### config.mk
export PLATFORM = sky130hd
export DESIGN_NAME = mem_arbiter
export DESIGN_NICKNAME = d
export VERILOG_FILES = /design/src/rtl/mem_arbiter_pkg.sv /design/src/rtl/mem_arbiter_rr_select.sv /design/src/rtl/mem_arbiter.sv
export SDC_FILE = /design/constraint.sdc
export NUM_CORES = 1
export LEC_CHECK = 0
export BUFFER_PORTS_ARGS = -buffer_cell sky130_fd_sc_hd__buf_2
export CAP_MARGIN = 20
export CORE_UTILIZATION = 35
export DETAILED_ROUTE_END_ITERATION = 8
export GPL_TIMING_DRIVEN = 1
export PLACE_DENSITY = 0.77
export REMOVE_ABC_BUFFERS = 1
export SLEW_MARGIN = 15
export SYNTH_ARGS = -nofsm -noshare
export SYNTH_HDL_FRONTEND = slang
export SYNTH_SLANG_ARGS = --single-unit
### constraint.sdc
create_clock -name clock -period 5.6 [get_ports clock]
set_clock_uncertainty 0.1 [all_clocks]
set_input_delay 0.28 -clock clock [delete_from_list [all_inputs] [get_ports clock]]
set_output_delay 0.28 -clock clock [all_outputs]
set_load 0.1 [all_outputs]
### src/rtl/mem_arbiter_pkg.sv
// Shared definitions for the multi-core data-memory arbiter: core count,
// FSM state encoding and a one-hot to index helper.
package mem_arbiter_pkg;

  localparam int NUM_CORES = 4;

  typedef enum logic [1:0] {
    IDLE = 2'd0,
    RUN  = 2'd1,
    DONE = 2'd2
  } state_t;

  function automatic logic [1:0] onehot_to_idx(input logic [3:0] oh);
    logic [1:0] idx;
    idx = '0;
    for (int i = 0; i < 4; i++) begin
      if (oh[i]) idx = 2'(i);
    end
    return idx;
  endfunction

endpackage

### src/rtl/mem_arbiter_rr_select.sv
// Round-robin priority encoder: first eligible core at or above ptr,
// wrapping from core 3 back to core 0.
module rr_select (
  input  logic [3:0] eligible,
  input  logic [1:0] ptr,
  output logic [3:0] grant,
  output logic       valid
);

  logic [1:0] idx;

  always_comb begin
    grant = '0;
    valid = 1'b0;
    idx   = ptr;
    for (int k = 0; k < 4; k++) begin
      idx = ptr + 2'(k);
      if (!valid && eligible[idx]) begin
        grant[idx] = 1'b1;
        valid      = 1'b1;
      end
    end
  end

endmodule

### src/rtl/mem_arbiter.sv
// Arbitrates four cores onto one shared data memory during a matrix-multiply
// run, tracking per-core completion and returning read data one cycle later.
//
// state | meaning
// IDLE  | after reset, waiting for start
// RUN   | cores enabled, round-robin grants issued
// DONE  | every core reported end_process, waiting for the next start
module mem_arbiter
  import mem_arbiter_pkg::*;
#(
  parameter int DATA_W    = 16,
  parameter int NUM_CORES = mem_arbiter_pkg::NUM_CORES
) (
  input  logic                          clock,
  input  logic                          reset,
  input  logic                          start,
  input  logic [NUM_CORES-1:0]          req,
  input  logic [NUM_CORES-1:0]          wr,
  input  logic [NUM_CORES*DATA_W-1:0]   addr,
  input  logic [NUM_CORES*DATA_W-1:0]   wdata,
  input  logic [NUM_CORES-1:0]          end_process,
  input  logic [DATA_W-1:0]             mem_rdata,
  output logic [DATA_W-1:0]             mem_addr,
  output logic [DATA_W-1:0]             mem_wdata,
  output logic                          mem_wr,
  output logic [NUM_CORES-1:0]          gnt,
  output logic [NUM_CORES-1:0]          rvalid,
  output logic [DATA_W-1:0]             rdata,
  output logic [NUM_CORES-1:0]          core_en,
  output logic                          all_done,
  output logic                          busy
);

  state_t               state_q, state_d;
  logic [1:0]           ptr_q;
  logic [NUM_CORES-1:0] done_mask_q;
  logic [NUM_CORES-1:0] done_mask_nxt;
  logic [NUM_CORES-1:0] eligible;
  logic [NUM_CORES-1:0] rr_grant;
  logic                 rr_valid;
  logic [1:0]           sel_idx;

  assign done_mask_nxt = done_mask_q | end_process;

  // end_process masks a same-cycle request so a finishing core is never granted
  assign eligible = (state_q == RUN) ? (req & ~done_mask_q & ~end_process) : '0;

  rr_select u_rr_select (
    .eligible (eligible),
    .ptr      (ptr_q),
    .grant    (rr_grant),
    .valid    (rr_valid)
  );

  assign sel_idx = onehot_to_idx(rr_grant);

  always_ff @(posedge clock or posedge reset) begin
    if (reset) state_q <= IDLE;
    else       state_q <= state_d;
  end

  always_comb begin
    state_d = state_q;
    case (state_q)
      IDLE:    if (start) state_d = RUN;
      RUN:     if (done_mask_nxt == '1) state_d = DONE;
      DONE:    if (start) state_d = RUN;
      default: state_d = IDLE;
    endcase
  end

  always_ff @(posedge clock or posedge reset) begin
    if (reset) begin
      ptr_q       <= '0;
      done_mask_q <= '0;
      gnt         <= '0;
      rvalid      <= '0;
      core_en     <= '0;
      mem_wr      <= 1'b0;
      mem_addr    <= '0;
      mem_wdata   <= '0;
    end else begin
      gnt       <= rr_grant;
      mem_wr    <= rr_valid & wr[sel_idx];
      mem_addr  <= rr_valid ? addr[int'(sel_idx)*DATA_W +: DATA_W]  : '0;
      mem_wdata <= rr_valid ? wdata[int'(sel_idx)*DATA_W +: DATA_W] : '0;
      // not gated by state, so a read granted in the final RUN cycle still returns in DONE
      rvalid    <= gnt & {NUM_CORES{~mem_wr}};
      if (rr_valid) ptr_q <= sel_idx + 2'd1;

      if (state_q != RUN && state_d == RUN) begin
        done_mask_q <= '0;
        core_en     <= '1;
      end else if (state_q == RUN) begin
        done_mask_q <= done_mask_nxt;
        core_en     <= (state_d == RUN) ? ~done_mask_nxt : '0;
      end else begin
        core_en     <= '0;
      end
    end
  end

  assign rdata    = mem_rdata;
  assign busy     = (state_q == RUN);
  assign all_done = (state_q == DONE);

endmodule

==> results.yml <==
status:
  status: "finished clean"
floorplan:
  die-area_mm2: 0.01071
  io-pin-count: 222
  fp.dieW_um: 103.5
  initial_core_util_pct: 36.54
  row_count: 36
  core_area_mm2: 0.009864
  die_h_um: 103.5
global_route:
  grt_pass1_vias: 3365
  antenna_found_initial: 0
  grt_pass1_wl_um: 16280
  grt_overflow: 0
  grt_max_degree: 54
  track_usage_pct: 19.98
layout:
  nFillCells: 940
  multiInputGateArea_mm2: 0.001977
  design_area_mm2: 0.004618
  antenna_cells: 0
  final_nets: 686
  area_growth_syn_to_layout_pct: 28.12
  final-seq-area_mm2: 0.001326
  drive_gt1_share_pct: 52.31
timing:
  finalHoldViolations: 0
  fin_ws_ns: 1.348
  max_slew.worst_pin.slew_ns: 1.010
  post-route-min-period_ns: 4.252
  fmax_ghz: 0.2352
  setup_tns_ns: 0
  fin_crit_sh_pct: 75.93
  maxSlewHeadroom_pct: 32.65
  final_max_slew_viol_count: 0
  finalSetupViolCount: 0
  rsz0062_at_grt: "no"
route:
  postRouteAntennaNets: 0
  wl_um: 11190
  vias: 3490
  routedLengthMet1_um: 4648
  drt_iter0_markers: 177
  dr_wl_met2_um: 5564
  wl_met3_um: 773
  vias_per_cell: 5.345
  wl_per_cell_um: 17.14
  drt_pass1_iterations: 4
  drc: 0
  highest_layer: "met4"
flow_run:
  drv_cap: 0
power_and_ir_drop:
  finalPower_uw: 2843
  peakVddDrop_uv: 273.4
  leakagePower_uw: 0.002308
  power_density_mw_per_mm2: 615.7
clocking:
  post-cts-setup-buffers: 0
  cts-root-buf: "clkbuf_8"
  clk_path_buf_depth: 2
  post_cts_resized: 0
  numCtsBuffers: 5
  path_clk_slew_ns: 0.11
  cts_sinks: 53
  hold_buffers: 0
  worstSkewPairLatency_ns: 0.31
  htreeDepth: 2
  cts_tree: "done"
placement:
  dpl_cell_area_mm2: 0.004486
  pre_cts_slack_ns: 1.069
  gp_congestion: 0.8108
  hpwl_um: 8039
  port_buffers: 189
setup_path:
  crit_fanout: 34
  slowest_delay_ns: 0.84
  path_cells: "inv_1, ha_1, o31ai_1, or4b_1, a41o_2, nand2b_2, buf_12, a221oi_1, o31ai_1"
  startpoint_type: "flip-flop"
  cp.required_ns: 5.68
  path_delay_family: "compound AO/OA/AOI/OAI gates"
  crit_arrival_ns: 4.33
  cpMostUsedCell: "o31ai_1"
  worst-setup-path-type: "flip-flop to flip-flop"
  path_buf_inv: 2
  crit_slowest_cell: "a41o_2"
  cp-end-kind: "flip-flop"
synth:
  synth_cells: 359
  ys_async_sr_fraction_pct: 100.0
  synth_edf_count: 0
  synth-seq-cells: 53
  yosysTopAreaCell: "dfrtp_1"
  synth.distinct_cells: 48
  syn_avg_cell_area_um2: 10.04
  yosysWarnings: 0
  synth_seq_area_share_pct: 36.79
  ys.flop_type: "dfrtp_1"
  syn_area_mm2: 0.003605
  synth_top_area_share_pct: 36.79
  synth_area_leaders: "dfrtp_1 (37%), a221oi_2 (11%), o31ai_2 (9.4%)"
worst_hold_path:
  holdCritPathClass: "primary input to async pin"
-- worst reg2reg max path, cell delays in order, from the launching register on --
cell and delay [ns]:
dfrtp_1 0.63, inv_1 0.20, ha_1 0.41, o31ai_1 0.42, or4b_1 0.19, a41o_2 0.84
nand2b_2 0.52, buf_12 0.33, a221oi_1 0.36, o31ai_1 0.11
-- final timing paths --
path,from,end,slack [ns],depth (start not counted)
max,ptr_q[0],mem_wdata[15],1.35,9
min,reset,done_mask_q[0],0.03,3
max reg2reg,ptr_q[0],mem_wdata[15],1.35,9
min reg2reg,mem_wr,rvalid[1],0.42,1
max in group asynchronous,reset,gnt[2],4.91,3
min in group clock,wr[3],mem_wr,0.06,3
-- cells in the mapped netlist (3+ instances only) --
master	n
a21oi_1	5
a221oi_1	8
a221oi_2	27
a22o_1	4
and3_1	3
buf_2	7
buf_4	16
clkbuf_1	14
dfrtp_1	53
ha_1	8
inv_1	6
nand2_1	40
nand4_1	3
nor2_1	52
nor2b_1	38
o21ai_0	3
o21ai_1	3
o31ai_1	7
o31ai_2	27
-- kinds of logic after synthesis --
group,Yosys count,share of synthesized area (%)
fa+ha+maj,8,2.777
buf+inv,50,8.816
simple gates,153,21.66
compound gates,91,28.12
mux,4,1.840
flops,53,36.79
-- cell usage in the layout, fill, tap and decap left out, drive strengths merged, types with 3 or more instances in the layout --
cell type,netlist,routed
inv,8,9
nand4,3,3
ha,8,8
nand2,40,40
nand2b,3,3
and3,3,3
a21oi,5,5
nor2,52,52
nor3b,3,3
buf,28,195
a221oi,35,35
o31ai,34,34
a22o,4,4
clkbuf,14,5
o21ai,6,6
nand3,4,4
dfrtp,53,53
nor2b,38,38
-- power breakdown --
part	leakage, uW	switching, uW	internal [uW]
Clock	0.0000585	141	134
Combinational	0.00155	1460	526
Sequential	0.000698	72.1	510
Total	0.00231	1670	1170
-- per-stage QoR --
stage,utilization (%),instances,hold slack [ns]
final,46.82,653,0.03490
after global routing,46.82,653,0.05497
after CTS,46.61,652,0.05641
after detailed placement,45.47,644,0.3897
after global placement,45.47,644,0.3798
after floorplan,-,317,0.2953
-- cell type report --
class,count,share of cell area (%)
Timing Repair Buffer,195,21.73
Tap cell,133,3.603
Sequential cell,53,28.72
Clock buffer,5,1.490
Clock inverter,3,0.9483
Multi-Input combinational cell,256,42.81
Inverter,8,0.7044
-- state kept, by name, summed over array words and instances, names as in the netlist --
name / cells
mem_wdata: 16
mem_wr: 1
state_q: 2
mem_addr: 16
done_mask_q: 4
ptr_q: 2
gnt: 4
core_en: 4
rvalid: 4
-- layer usage --
metal	GRT usage (%)	up-vias
li1	-	1598
met1	24.21	1690
met2	34.18	183
met3	5.578	19
met4	6.609	0
met5	0	-
Power figures use the tool's default switching activity.
